--- src/rtl/wb_tracer_pkg.sv ---
// Shared constants for the Wishbone tracer: record field layout and overflow counter.
// Record layout, MSB to LSB: {ts, chan, we, adr, dat}.
package wb_tracer_pkg;

    localparam int unsigned CHAN_W = 3;
    localparam int unsigned WE_W   = 1;
    localparam int unsigned OVF_W  = 16;
    localparam logic [OVF_W-1:0] OVF_MAX = '1;

    function automatic int unsigned rec_width(input int unsigned ts_w,
                                              input int unsigned adr_w,
                                              input int unsigned dat_w);
        return ts_w + CHAN_W + WE_W + adr_w + dat_w;
    endfunction

    function automatic int unsigned adr_lsb(input int unsigned dat_w);
        return dat_w;
    endfunction

    function automatic int unsigned we_lsb(input int unsigned adr_w, input int unsigned dat_w);
        return dat_w + adr_w;
    endfunction

    function automatic int unsigned chan_lsb(input int unsigned adr_w, input int unsigned dat_w);
        return dat_w + adr_w + WE_W;
    endfunction

    function automatic int unsigned ts_lsb(input int unsigned adr_w, input int unsigned dat_w);
        return dat_w + adr_w + WE_W + CHAN_W;
    endfunction

endpackage

--- src/rtl/wb_tracer_if.sv ---
// Bus bundle between the tracer and its environment: monitored channels plus FIFO read side.
interface wb_tracer_if #(
    parameter int unsigned CHANNELS  = 2,
    parameter int unsigned ADR_WIDTH = 32,
    parameter int unsigned DAT_WIDTH = 32,
    parameter int unsigned DEPTH     = 16,
    parameter int unsigned TS_WIDTH  = 16
);

    localparam int unsigned REC_W = wb_tracer_pkg::rec_width(TS_WIDTH, ADR_WIDTH, DAT_WIDTH);
    localparam int unsigned LVL_W = $clog2(DEPTH) + 1;

    logic                            enable;
    logic                            clear;
    logic [CHANNELS-1:0]             ch_ack;
    logic [CHANNELS-1:0]             ch_we;
    logic [CHANNELS*ADR_WIDTH-1:0]   ch_adr;
    logic [CHANNELS*DAT_WIDTH-1:0]   ch_dat;
    logic [REC_W-1:0]                rd_data;
    logic                            rd_valid;
    logic                            rd_ack;
    logic [LVL_W-1:0]                level;
    logic [wb_tracer_pkg::OVF_W-1:0] ovf_cnt;

    modport master (
        output enable, clear, ch_ack, ch_we, ch_adr, ch_dat, rd_ack,
        input  rd_data, rd_valid, level, ovf_cnt
    );

    modport slave (
        input  enable, clear, ch_ack, ch_we, ch_adr, ch_dat, rd_ack,
        output rd_data, rd_valid, level, ovf_cnt
    );

endinterface

--- src/rtl/trace_fifo.sv ---
// Circular trace FIFO with registered pointers and occupancy; head is zero while empty.
module trace_fifo #(
    parameter int unsigned WIDTH = 8,
    parameter int unsigned DEPTH = 16
) (
    input  logic                     clk,
    input  logic                     reset,
    input  logic                     clear_i,
    input  logic                     wr_en_i,
    input  logic [WIDTH-1:0]         wr_data_i,
    input  logic                     rd_en_i,
    output logic [WIDTH-1:0]         rd_data_o,
    output logic                     valid_o,
    output logic                     full_o,
    output logic [$clog2(DEPTH):0]   level_o
);

    localparam int unsigned PTR_W = $clog2(DEPTH);
    localparam int unsigned LVL_W = PTR_W + 1;
    localparam logic [LVL_W-1:0] FULL_LVL = LVL_W'(DEPTH);

    logic [WIDTH-1:0] mem_q [DEPTH];
    logic [PTR_W-1:0] wr_ptr_q, wr_ptr_d;
    logic [PTR_W-1:0] rd_ptr_q, rd_ptr_d;
    logic [LVL_W-1:0] level_q, level_d;
    logic             do_push, do_pop;

    assign valid_o   = (level_q != '0);
    assign full_o    = (level_q == FULL_LVL);
    assign level_o   = level_q;
    assign rd_data_o = valid_o ? mem_q[rd_ptr_q] : '0;

    // A push into a full FIFO is allowed only when the head leaves on the same edge.
    assign do_pop  = rd_en_i & valid_o & ~clear_i;
    assign do_push = wr_en_i & (~full_o | do_pop) & ~clear_i;

    always_comb begin
        wr_ptr_d = wr_ptr_q;
        rd_ptr_d = rd_ptr_q;
        level_d  = level_q;
        if (clear_i) begin
            wr_ptr_d = '0;
            rd_ptr_d = '0;
            level_d  = '0;
        end else begin
            if (do_push) wr_ptr_d = wr_ptr_q + PTR_W'(1);
            if (do_pop)  rd_ptr_d = rd_ptr_q + PTR_W'(1);
            if (do_push && !do_pop)      level_d = level_q + LVL_W'(1);
            else if (!do_push && do_pop) level_d = level_q - LVL_W'(1);
        end
    end

    always_ff @(posedge clk or posedge reset) begin
        if (reset) begin
            wr_ptr_q <= '0;
            rd_ptr_q <= '0;
            level_q  <= '0;
        end else begin
            wr_ptr_q <= wr_ptr_d;
            rd_ptr_q <= rd_ptr_d;
            level_q  <= level_d;
        end
    end

    always_ff @(posedge clk) begin
        if (do_push) mem_q[wr_ptr_q] <= wr_data_i;
    end

endmodule

--- src/rtl/wb_tracer.sv ---
// Wishbone transaction tracer: per-channel holding registers, fixed-priority drain into a
// timestamped trace FIFO, and a saturating count of transactions dropped on contention.
module wb_tracer
    import wb_tracer_pkg::*;
#(
    parameter int unsigned CHANNELS  = 2,
    parameter int unsigned ADR_WIDTH = 32,
    parameter int unsigned DAT_WIDTH = 32,
    parameter int unsigned DEPTH     = 16,
    parameter int unsigned TS_WIDTH  = 16
) (
    input  logic       clk,
    input  logic       reset,
    wb_tracer_if.slave bus
);

    localparam int unsigned REC_W     = rec_width(TS_WIDTH, ADR_WIDTH, DAT_WIDTH);
    localparam int unsigned LVL_W     = $clog2(DEPTH) + 1;
    localparam int unsigned ADR_LSB   = adr_lsb(DAT_WIDTH);
    localparam int unsigned WE_LSB    = we_lsb(ADR_WIDTH, DAT_WIDTH);
    localparam int unsigned CHAN_LSB  = chan_lsb(ADR_WIDTH, DAT_WIDTH);
    localparam int unsigned TS_LSB    = ts_lsb(ADR_WIDTH, DAT_WIDTH);
    localparam int unsigned OVF_SUM_W = OVF_W + 1;

    logic [TS_WIDTH-1:0] ts_q, ts_d;
    logic [CHANNELS-1:0] hold_v_q, hold_v_d;
    logic [REC_W-1:0]    hold_rec_q [CHANNELS];
    logic [REC_W-1:0]    hold_rec_d [CHANNELS];
    logic [OVF_W-1:0]    ovf_q, ovf_d;

    logic [CHANNELS-1:0]  grant;
    logic                 arb_found;
    logic                 wr_en;
    logic                 pop;
    logic [REC_W-1:0]     wr_data;
    logic [REC_W-1:0]     new_rec;
    logic [3:0]           drops;
    logic [OVF_SUM_W-1:0] ovf_sum;
    logic                 fifo_valid, fifo_full;
    logic [REC_W-1:0]     fifo_rd_data;
    logic [LVL_W-1:0]     fifo_level;

    assign pop = bus.rd_ack & fifo_valid & ~bus.clear;

    // Lowest occupied channel wins the single FIFO write slot of this edge.
    always_comb begin
        grant     = '0;
        wr_data   = '0;
        arb_found = 1'b0;
        for (int unsigned c = 0; c < CHANNELS; c++) begin
            if (hold_v_q[c] && !arb_found) begin
                grant[c]  = 1'b1;
                wr_data   = hold_rec_q[c];
                arb_found = 1'b1;
            end
        end
        wr_en = arb_found & (~fifo_full | pop) & ~bus.clear;
    end

    always_comb begin
        hold_v_d   = hold_v_q;
        hold_rec_d = hold_rec_q;
        drops      = '0;
        new_rec    = '0;
        for (int unsigned c = 0; c < CHANNELS; c++) begin
            new_rec                          = '0;
            new_rec[DAT_WIDTH-1:0]           = bus.ch_dat[c*DAT_WIDTH +: DAT_WIDTH];
            new_rec[ADR_LSB +: ADR_WIDTH]    = bus.ch_adr[c*ADR_WIDTH +: ADR_WIDTH];
            new_rec[WE_LSB]                  = bus.ch_we[c];
            new_rec[CHAN_LSB +: CHAN_W]      = CHAN_W'(c);
            new_rec[TS_LSB +: TS_WIDTH]      = ts_q;
            if (grant[c] && wr_en) hold_v_d[c] = 1'b0;
            if (bus.enable && bus.ch_ack[c]) begin
                // A register drained this edge frees up in time for the new capture.
                if (hold_v_d[c]) begin
                    drops = drops + 4'd1;
                end else begin
                    hold_v_d[c]   = 1'b1;
                    hold_rec_d[c] = new_rec;
                end
            end
        end

        ovf_sum = {1'b0, ovf_q} + OVF_SUM_W'(drops);
        ovf_d   = ovf_sum[OVF_W] ? OVF_MAX : ovf_sum[OVF_W-1:0];
        ts_d    = ts_q + TS_WIDTH'(1);

        if (bus.clear) begin
            hold_v_d = '0;
            ovf_d    = '0;
            ts_d     = '0;
        end
    end

    always_ff @(posedge clk or posedge reset) begin
        if (reset) begin
            ts_q     <= '0;
            hold_v_q <= '0;
            ovf_q    <= '0;
            for (int unsigned c = 0; c < CHANNELS; c++) hold_rec_q[c] <= '0;
        end else begin
            ts_q       <= ts_d;
            hold_v_q   <= hold_v_d;
            ovf_q      <= ovf_d;
            hold_rec_q <= hold_rec_d;
        end
    end

    trace_fifo #(
        .WIDTH (REC_W),
        .DEPTH (DEPTH)
    ) u_fifo (
        .clk       (clk),
        .reset     (reset),
        .clear_i   (bus.clear),
        .wr_en_i   (wr_en),
        .wr_data_i (wr_data),
        .rd_en_i   (pop),
        .rd_data_o (fifo_rd_data),
        .valid_o   (fifo_valid),
        .full_o    (fifo_full),
        .level_o   (fifo_level)
    );

    assign bus.rd_data  = fifo_rd_data;
    assign bus.rd_valid = fifo_valid;
    assign bus.level    = fifo_level;
    assign bus.ovf_cnt  = ovf_q;

endmodule

--- src/flat_wrapper.sv ---
// flat-port wrapper written by rule: the top's interface ports become plain ports
module wb_tracer_flat import wb_tracer_pkg::*;
#(
    parameter int unsigned CHANNELS  = 2,
    parameter int unsigned ADR_WIDTH = 32,
    parameter int unsigned DAT_WIDTH = 32,
    parameter int unsigned DEPTH     = 16,
    parameter int unsigned TS_WIDTH  = 16
)
  (clk, reset, bus_enable, bus_clear, bus_ch_ack, bus_ch_we, bus_ch_adr, bus_ch_dat, bus_rd_ack, bus_rd_data, bus_rd_valid, bus_level, bus_ovf_cnt);
  wb_tracer_if #(.CHANNELS(CHANNELS), .ADR_WIDTH(ADR_WIDTH), .DAT_WIDTH(DAT_WIDTH), .DEPTH(DEPTH), .TS_WIDTH(TS_WIDTH)) bus_i ();
  input  logic clk;
  input  logic reset;
  input wire logic [$bits(bus_i.enable)-1:0] bus_enable;
  input wire logic [$bits(bus_i.clear)-1:0] bus_clear;
  input wire logic [$bits(bus_i.ch_ack)-1:0] bus_ch_ack;
  input wire logic [$bits(bus_i.ch_we)-1:0] bus_ch_we;
  input wire logic [$bits(bus_i.ch_adr)-1:0] bus_ch_adr;
  input wire logic [$bits(bus_i.ch_dat)-1:0] bus_ch_dat;
  input wire logic [$bits(bus_i.rd_ack)-1:0] bus_rd_ack;
  output wire logic [$bits(bus_i.rd_data)-1:0] bus_rd_data;
  output wire logic [$bits(bus_i.rd_valid)-1:0] bus_rd_valid;
  output wire logic [$bits(bus_i.level)-1:0] bus_level;
  output wire logic [$bits(bus_i.ovf_cnt)-1:0] bus_ovf_cnt;
  assign bus_i.enable = bus_enable;
  assign bus_i.clear = bus_clear;
  assign bus_i.ch_ack = bus_ch_ack;
  assign bus_i.ch_we = bus_ch_we;
  assign bus_i.ch_adr = bus_ch_adr;
  assign bus_i.ch_dat = bus_ch_dat;
  assign bus_i.rd_ack = bus_rd_ack;
  assign bus_rd_data = bus_i.rd_data;
  assign bus_rd_valid = bus_i.rd_valid;
  assign bus_level = bus_i.level;
  assign bus_ovf_cnt = bus_i.ovf_cnt;
  wb_tracer #(.CHANNELS(CHANNELS), .ADR_WIDTH(ADR_WIDTH), .DAT_WIDTH(DAT_WIDTH), .DEPTH(DEPTH), .TS_WIDTH(TS_WIDTH)) u_core (.clk(clk), .reset(reset), .bus(bus_i));
endmodule
--- config.mk ---
export PLATFORM = sky130hd
export DESIGN_NAME = wb_tracer_flat
export DESIGN_NICKNAME = d
export VERILOG_FILES = /design/src/rtl/wb_tracer_pkg.sv /design/src/rtl/wb_tracer_if.sv /design/src/rtl/trace_fifo.sv /design/src/rtl/wb_tracer.sv /design/src/flat_wrapper.sv
export SDC_FILE = /design/constraint.sdc
export NUM_CORES = 1
export LEC_CHECK = 0
export BUFFER_PORTS_ARGS = -buffer_cell sky130_fd_sc_hd__buf_4
export CAP_MARGIN = 20
export CORE_ASPECT_RATIO = 1.2
export CORE_MARGIN = 5
export CORE_UTILIZATION = 55
export CTS_CLUSTER_SIZE = 16
export DETAILED_ROUTE_END_ITERATION = 12
export PLACE_DENSITY = 0.69
export RECOVER_POWER = 100
export SYNTH_ARGS = -nofsm -noshare
export SYNTH_HDL_FRONTEND = slang
export SYNTH_SLANG_ARGS = --single-unit
--- constraint.sdc ---
create_clock -name clk -period 8.45 [get_ports clk]
set_clock_uncertainty 0.2 [all_clocks]
set_input_delay 0.845 -clock clk [delete_from_list [all_inputs] [get_ports clk]]
set_output_delay 0.845 -clock clk [all_outputs]
set_load 0.02 [all_outputs]
==> results of run 1 <==
==> cells by family (layout without fill, tap and decap cells) <==
kind of cell	count (synthesis)	in the layout	synth area share
compound gates	216	216	0.02345
fa+ha+maj	14	14	0.003203
simple gates	247	247	0.01972
xor+xnor	28	28	0.004130
mux	656	656	0.1832
buf+inv	181	611	0.01422
flops	1522	1522	0.7520
other cells	1	2	0.00006316
==> state kept, by name (all words and copies together), names as in the netlist <==
register and count:
u_core.u_fifo.mem_q 1312, u_core.hold_rec_q 163, u_core.bus.ovf_cnt 16, u_core.ts_q 16, u_core.u_fifo.level_o 5, u_core.u_fifo.rd_ptr_q 4
u_core.u_fifo.wr_ptr_q 4, u_core.hold_v_q 2
==> power groups by stage <==
stage / Clock, W / Sequential [W] / Combinational, W
floorplan: 0 / 0.00858 / 0.00219
detailed placement: 0 / 0.00870 / 0.00321
CTS: 0.00660 / 0.00854 / 0.00322
finish: 0.00650 / 0.00854 / 0.00298
global placement: 0 / 0.00868 / 0.00316
global route: 0.00693 / 0.00856 / 0.00321
==> metrics by stage <==
stage          std cells  worst slack [ps]  area [um^2]  power, W
6_report            4703              2105        67130   0.01802
5_1_grt             4703              1594        67130   0.01870
4_1_cts             4701              3313        67740   0.01837
3_5_place_dp        4437              3424        62980   0.01191
3_3_place_gp        4433              3627        62960   0.01185
2_1_floorplan       2866              1667        59380   0.01078
==> cell type report <==
type	instances	area, um^2
Clock buffer	186	3899
Clock inverter	77	853.3
Fill cell	7304	40390
Inverter	17	65.06
Multi-Input combinational cell	1163	13920
Sequential cell	1522	44670
Tap cell	1407	1760
Timing Repair Buffer	331	1952
==> worst max path at each step <==
stage / slack, ps / startpoint / cells after the start / end
after floorplan: 1670 / reset / 1 / u_core.bus.ovf_cnt[0]
after global placement: 3630 / bus_rd_ack / 15 / u_core.bus.ovf_cnt[13]
after detailed placement: 3420 / bus_rd_ack / 15 / u_core.bus.ovf_cnt[13]
after CTS: 3310 / u_core.u_fifo.rd_ptr_q[0] / 6 / bus_rd_data[3]
after global routing: 1590 / u_core.hold_v_q[0] / 5 / u_core.u_fifo.mem_q[0][68]
final: 2110 / u_core.hold_v_q[0] / 5 / u_core.u_fifo.mem_q[0][68]
==> cell usage in the layout, fill, tap and decap left out, types with 4 or more instances in the layout <==
master     instances
mux2i_1          163
inv_1             16
mux2_1             9
nand2_1          120
nand3_1           13
nor4_1             8
nand4_1            8
mux2_2           156
nor2_4             4
buf_4            171
xnor2_1           17
dfrtp_4            5
bufinv_16         16
inv_6              6
clkinv_2          22
nor2b_1            6
clkbuf_1         185
ha_1              12
nor3_1            10
clkbuf_2           4
clkinv_1          24
a21oi_1           24
o22ai_1           80
mux4_2           328
a22o_1            30
dfrtp_1          204
edfxtp_1        1312
clkbuf_16        150
xor2_1            11
nor2_1            31
and3_1             9
a211oi_1           7
o21ai_0           55
and2_4            12
o221ai_1           4
==> worst max-delay path, stage by stage, from the launching register on <==
cell and delay, ps:
dfrtp_4 790, clkbuf_1 1700, nor2_1 510, nor4_1 650, and2_4 910, clkbuf_2 1110
==> routing by layer <==
metal	up-vias	wire (um)
met4	0	2641
met3	174	9505
met1	15590	54690
met2	1204	67730
met5	-	0
li1	12350	-
==> timing repair <==
action                                 in CTS  in global routing
hold buffers                                1                  0
endpoints found under the hold margin      75                  0
setup buffers                               0                  0
==> impl_results.md, run 1 <==
- Comb power frac: 0.165
- Mapped cell area: 59380 um^2
- Yosys warning total: 0
- Clk sinks: 1522
- RSZ-0062 raised after global routing: false
- Int Pwr: 0.01340 W
- Max clock buf depth: 3
- Maxcap violations: 11
- Cts bufs inserted: 146
- Dominant synthesized flop cell: edfxtp_1
- Drt wl/cell: 28.61 um
- RR Endpoint: u_core.u_fifo.mem_q[0][68]
- DR vias: 29310
- Starting density of the core: 0.5523
- R2R cell count: 5
- Switching Share: 0.2566
- Fmax: 157.6 MHz
- Clk Latency, worst-skew pair: 750 ps
- Vias per inst: 6.233
- Starting DRT DRC Count: 2984
- Global routing usage on met3: 0.04242
- # resized after CTS: 0
- Final setup violation count: 0
- GRT Residual Overflow: 0
- Final Cycle Share: 0.7509
- Die Span Y: 369.9 um
- CP Launch Type: register
- Endpoint class of the critical path: register
- Die Area: 114700 um^2
- Hold Slack: 122.7 ps
- GR Util met2: 0.3953
- First-pass iteration count of the detailed router: 5
- Final Hold Viols: 0
- Vias in the first global route: 30980
- Crit-path max FO: 48
- First-pass GRT wire length: 200.8 mm
- Worst EP required: 8610 ps
- Area growth from synthesis to final layout: 13.05%
- Clock H-tree levels: 4
- Flop2flop setup slack: 2110 ps
- Reg2reg start: u_core.hold_v_q[0]
- Layout cells sized above 1: 0.2721
- Netlist cell types: 56
- Largest net degree at the start of global routing: 150
- Total Nets Final: 3332
- Min-delay src: bus_ch_dat[0]
- Hold endpoint: u_core.hold_rec_q[84]
- Syn avg cell area: 20.72 um^2
- Port bufs: 240
- Row Count: 132
- HP Class: input port to register
- Final setup TNS: 0 ps
- Clk slew on worst S/H paths: 60 ps
- Slew Limit Fails: 607
- Post-synth EDFFs: 1312
- Core area: 107500 um^2
- Total track usage: 0.2373
- Detailed placement HPWL: 73.46 mm
- Static Leak: 22.05 nW
- Tmin final: 6345 ps
- Synthesized flop and latch total: 1522
- Crit path arrival time: 6500 ps
- Max VDD drop: 202.1 uV
- Synth top area share: 0.6635
- GR Util met1: 0.3360
- Final ANT Viol Nets: 0
- Reg power frac: 0.474
- Async SR Flop Fraction: 0.1380
- Drt drc: 0
- Cell taking the most area after synthesis: edfxtp_1
- CTS tree: built
- Clock power frac: 0.361
- Post-Syn Instances: 2865
- Net Switching: 0.004625 W
- Initial antenna violation count: 5
- Synth area leaders: edfxtp_1 66%, mux4_2 12%, dfrtp_1 8.9%
- Hold Crit Depth: 2
- Drt total wl: 134.6 mm
- Final GP Congestion: 0.7901
- ANT cells: 0
- Most instantiated cells after synthesis: 1312 x edfxtp_1, 328 x mux4_2, 210 x dfrtp_1
- Failing checks: capacitance limit, slew limit
- Worst-margin pin slew: 3702 ps
- WS Path Type: register to register
- Status: finished, violations left
- Sequential-to-total area share from yosys stat: 0.7520
- Die width: 309.9 um
- Pwr Density: 268.5 nW/um^2
- Slew headroom: -1.482
- Root Driver: clkbuf_16
- Most used routing layer: met2
- Final core utilization: 0.6243
- Cell with the most instances after synthesis: edfxtp_1
- I/O pins: 243
Note: power is estimated with default switching activity, not from simulation.
==> inputs of run 2 (changes only) <==
--- a/config.mk
+++ b/config.mk
@@ -12,7 +12,7 @@
 export CORE_UTILIZATION = 55
 export CTS_CLUSTER_SIZE = 16
 export DETAILED_ROUTE_END_ITERATION = 12
-export PLACE_DENSITY = 0.69
+export PLACE_DENSITY = 0.72
 export RECOVER_POWER = 100
 export SYNTH_ARGS = -nofsm -noshare
 export SYNTH_HDL_FRONTEND = slang
==> constraint.sdc (replaced) <==
create_clock -name clk -period 5.7 [get_ports clk]
set_clock_uncertainty 0.2 [all_clocks]
set_input_delay 0.57 -clock clk [delete_from_list [all_inputs] [get_ports clk]]
set_output_delay 0.57 -clock clk [all_outputs]
set_load 0.02 [all_outputs]
==> impl_results.md, run 2 (synthesis gave the netlist of run 1 again) <==
- Status: finished, violations left (unchanged)
- Failing checks: capacitance limit, slew limit (unchanged)
- Placed Area: 63280 um^2 (was 62980 um^2)
- First-pass GRT wire length: 205.1 mm (was 200.8 mm)
- I/O pins: 243 (unchanged)
- CP cell instances: nor4_4 -> nand2_1 -> nand2_1 -> buf_4 -> o22ai_1 -> clkbuf_1 (was clkbuf_1 -> nor2_1 -> nor4_1 -> and2_4 -> clkbuf_2)
- Crit-path max cell delay: 1320 ps (was 1700 ps)
- Endpoint class of the critical path: output pin (was register)
- Crit-path max FO: 26 (was 48)
- Final setup TNS: 0 ps (unchanged)
- Final core utilization: 0.6359 (was 0.6243)
- Worst setup path start: u_core.u_fifo.level_o[0] (was u_core.hold_v_q[0])
- Total track usage: 0.2425 (was 0.2373)
- Final ANT Viol Nets: 0 (unchanged)
- Die width: 309.9 um (unchanged)
- Max clock buf depth: 3 (unchanged)
- Drt wl/cell: 28.42 um (was 28.61 um)
- Critical path's top delay family: simple AND/OR/NAND/NOR gates (was buffers and inverters)
- Area growth from synthesis to final layout: 15.15% (was 13.05%)
- CP dominant cell by count: nand2_1
- First-pass iteration count of the detailed router: 7 (was 5)
- # resized after CTS: 0 (unchanged)
- Worst Path Buf+Inv: 2 (unchanged)
- Final GP Congestion: 0.8151 (was 0.7901)
- Biggest regs: u_core.u_fifo.mem_q: 1312 flops, u_core.hold_rec_q: 163 flops (unchanged)
- Cell area after layout: 68370 um^2 (was 67130 um^2)
- Commonest non-fill, non-tap cell in the layout: edfxtp_1 (unchanged)
- Slew Limit Fails: 767 (was 607)
- Final Cycle Share: 0.9193
- CTS Hold Bufs: 135 (was 1)
- Total power draw: 0.02642 W (was 0.01802 W)
- Drt drc: 0 (unchanged)
- GRT Residual Overflow: 0 (unchanged)
- Cts bufs inserted: 145 (was 146)
- Max reg flops: 1312 (unchanged)
- Vias in the first global route: 31910 (was 30980)
- Vias per inst: 6.210 (was 6.233)
- Clk slew on worst S/H paths: 60 ps (about the same)
- Layout cells sized above 1: 0.2614 (was 0.2721)
- Max VDD drop: 305.1 uV (was 202.1 uV)
- Clk Latency, worst-skew pair: 750 ps (about the same)
- Die Area: 114700 um^2 (unchanged)
- Worst-margin pin slew: 3009 ps (was 3702 ps)
- Crit-path slowest cell: nand2_1 (was clkbuf_1)
- DR vias: 30080 (was 29310)
- RSZ-0062 raised after global routing: false (unchanged)
- Biggest register: u_core.u_fifo.mem_q (unchanged)
- Final Hold Viols: 0 (unchanged)
- CTS tree: built (unchanged)
- Min-delay src: bus_clear (was bus_ch_dat[0])
- Pwr Density: 386.5 nW/um^2 (was 268.5 nW/um^2)
- Reg2reg start: u_core.hold_v_q[0] (unchanged)
- Most frequent cells in the layout: 1312 x edfxtp_1, 328 x mux4_2, 204 x dfrtp_1 (unchanged)
- Fmax: 190.8 MHz
- Largest net degree at the start of global routing: 178 (was 150)
- Port bufs: 240 (unchanged)
- Crit path arrival time: 4470 ps (was 6500 ps)
- Tmin final: 5240 ps
- Drt total wl: 137.6 mm (was 134.6 mm)
- Core area: 107500 um^2 (unchanged)
- Row Count: 132 (unchanged)
- Starting density of the core: 0.5523 (unchanged)
- Final setup violation count: 0 (unchanged)
- Hold Slack: 127.9 ps (was 122.7 ps)
- Total Nets Final: 3480 (was 3332)
- Die Span Y: 369.9 um (unchanged)
- Root Driver: clkbuf_16 (unchanged)
- CP Launch Type: register (unchanged)
- HP Class: input port to register (unchanged)
- Setup Buffers After CTS: 0 (unchanged)
- Worst EP required: 4930 ps (was 8610 ps)
- Initial antenna violation count: 1 (was 5)
- Clock H-tree levels: 4 (unchanged)
- WS Path Type: register to output pin (was register to register)
- Starting DRT DRC Count: 2998 (was 2984)
- Maxcap violations: 19 (was 11)
- Slew headroom: -1.006 (was -1.482)
- Detailed placement HPWL: 75.53 mm (was 73.46 mm)
- Static Leak: 22.57 nW (was 22.05 nW)
- Clk sinks: 1522 (unchanged)
==> run 2: changes by cell type in the layout (fill, tap and decap cells not counted), sizes merged <==
cell / change
diode: +2
clkinvlp: +3
buf: -2
inv: -1
dlygate4sd3: +134
bufinv: -8
clkinv: -6
clkbuf: +19
==> run 2: path summary, 6_finish.rpt <==
check	to	slack, ps	cells past startpoint
max	bus_rd_data[4]	460	6
min in group asynchronous	u_core.hold_rec_q[91]	460	4
min reg2reg	u_core.hold_rec_q[65]	270	1
max reg2reg	u_core.u_fifo.mem_q[14][35]	550	4
min	u_core.ts_q[3]	130	2
max in group asynchronous	u_core.hold_rec_q[46]	1440	5
==> run 2: cell type report <==
class,count,area (um^2)
sequential,1522,44670
multi-input combinational,1163,13900
inverter,17,65.06
fill,7063,39140
clock buffer,188,3955
tap,1407,1760
antenna,2,5.005
clock inverter,65,536.8
timing repair buffer,480,3485
==> run 2: metal layers <==
metal  up-vias  GRT usage  wire length (um)
met5         -          0                 0
met1     15900     0.3347             54410
met2      1338     0.4087             70130
met3       214    0.04197              9944
li1      12630          -                 -
met4         0    0.06452              3164
==> run 2: per-stage QoR <==
step | cells | setup WS, ps
2_1_floorplan | 2866 | 277.0
3_3_place_gp | 4448 | 1146
3_5_place_dp | 4454 | 966.8
4_1_cts | 4842 | 981.1
5_1_grt | 4842 | 233.4
6_report | 4844 | 460.2
==> run 2: report_power, final <==
part	switching [W]	internal [W]	leakage, nW	total (W)
Clock	0.00395	0.00524	2.19	0.00919
Combinational	0.00265	0.00196	5.50	0.00461
Sequential	0.000235	0.0124	14.9	0.0126
Total	0.00683	0.0196	22.6	0.0264
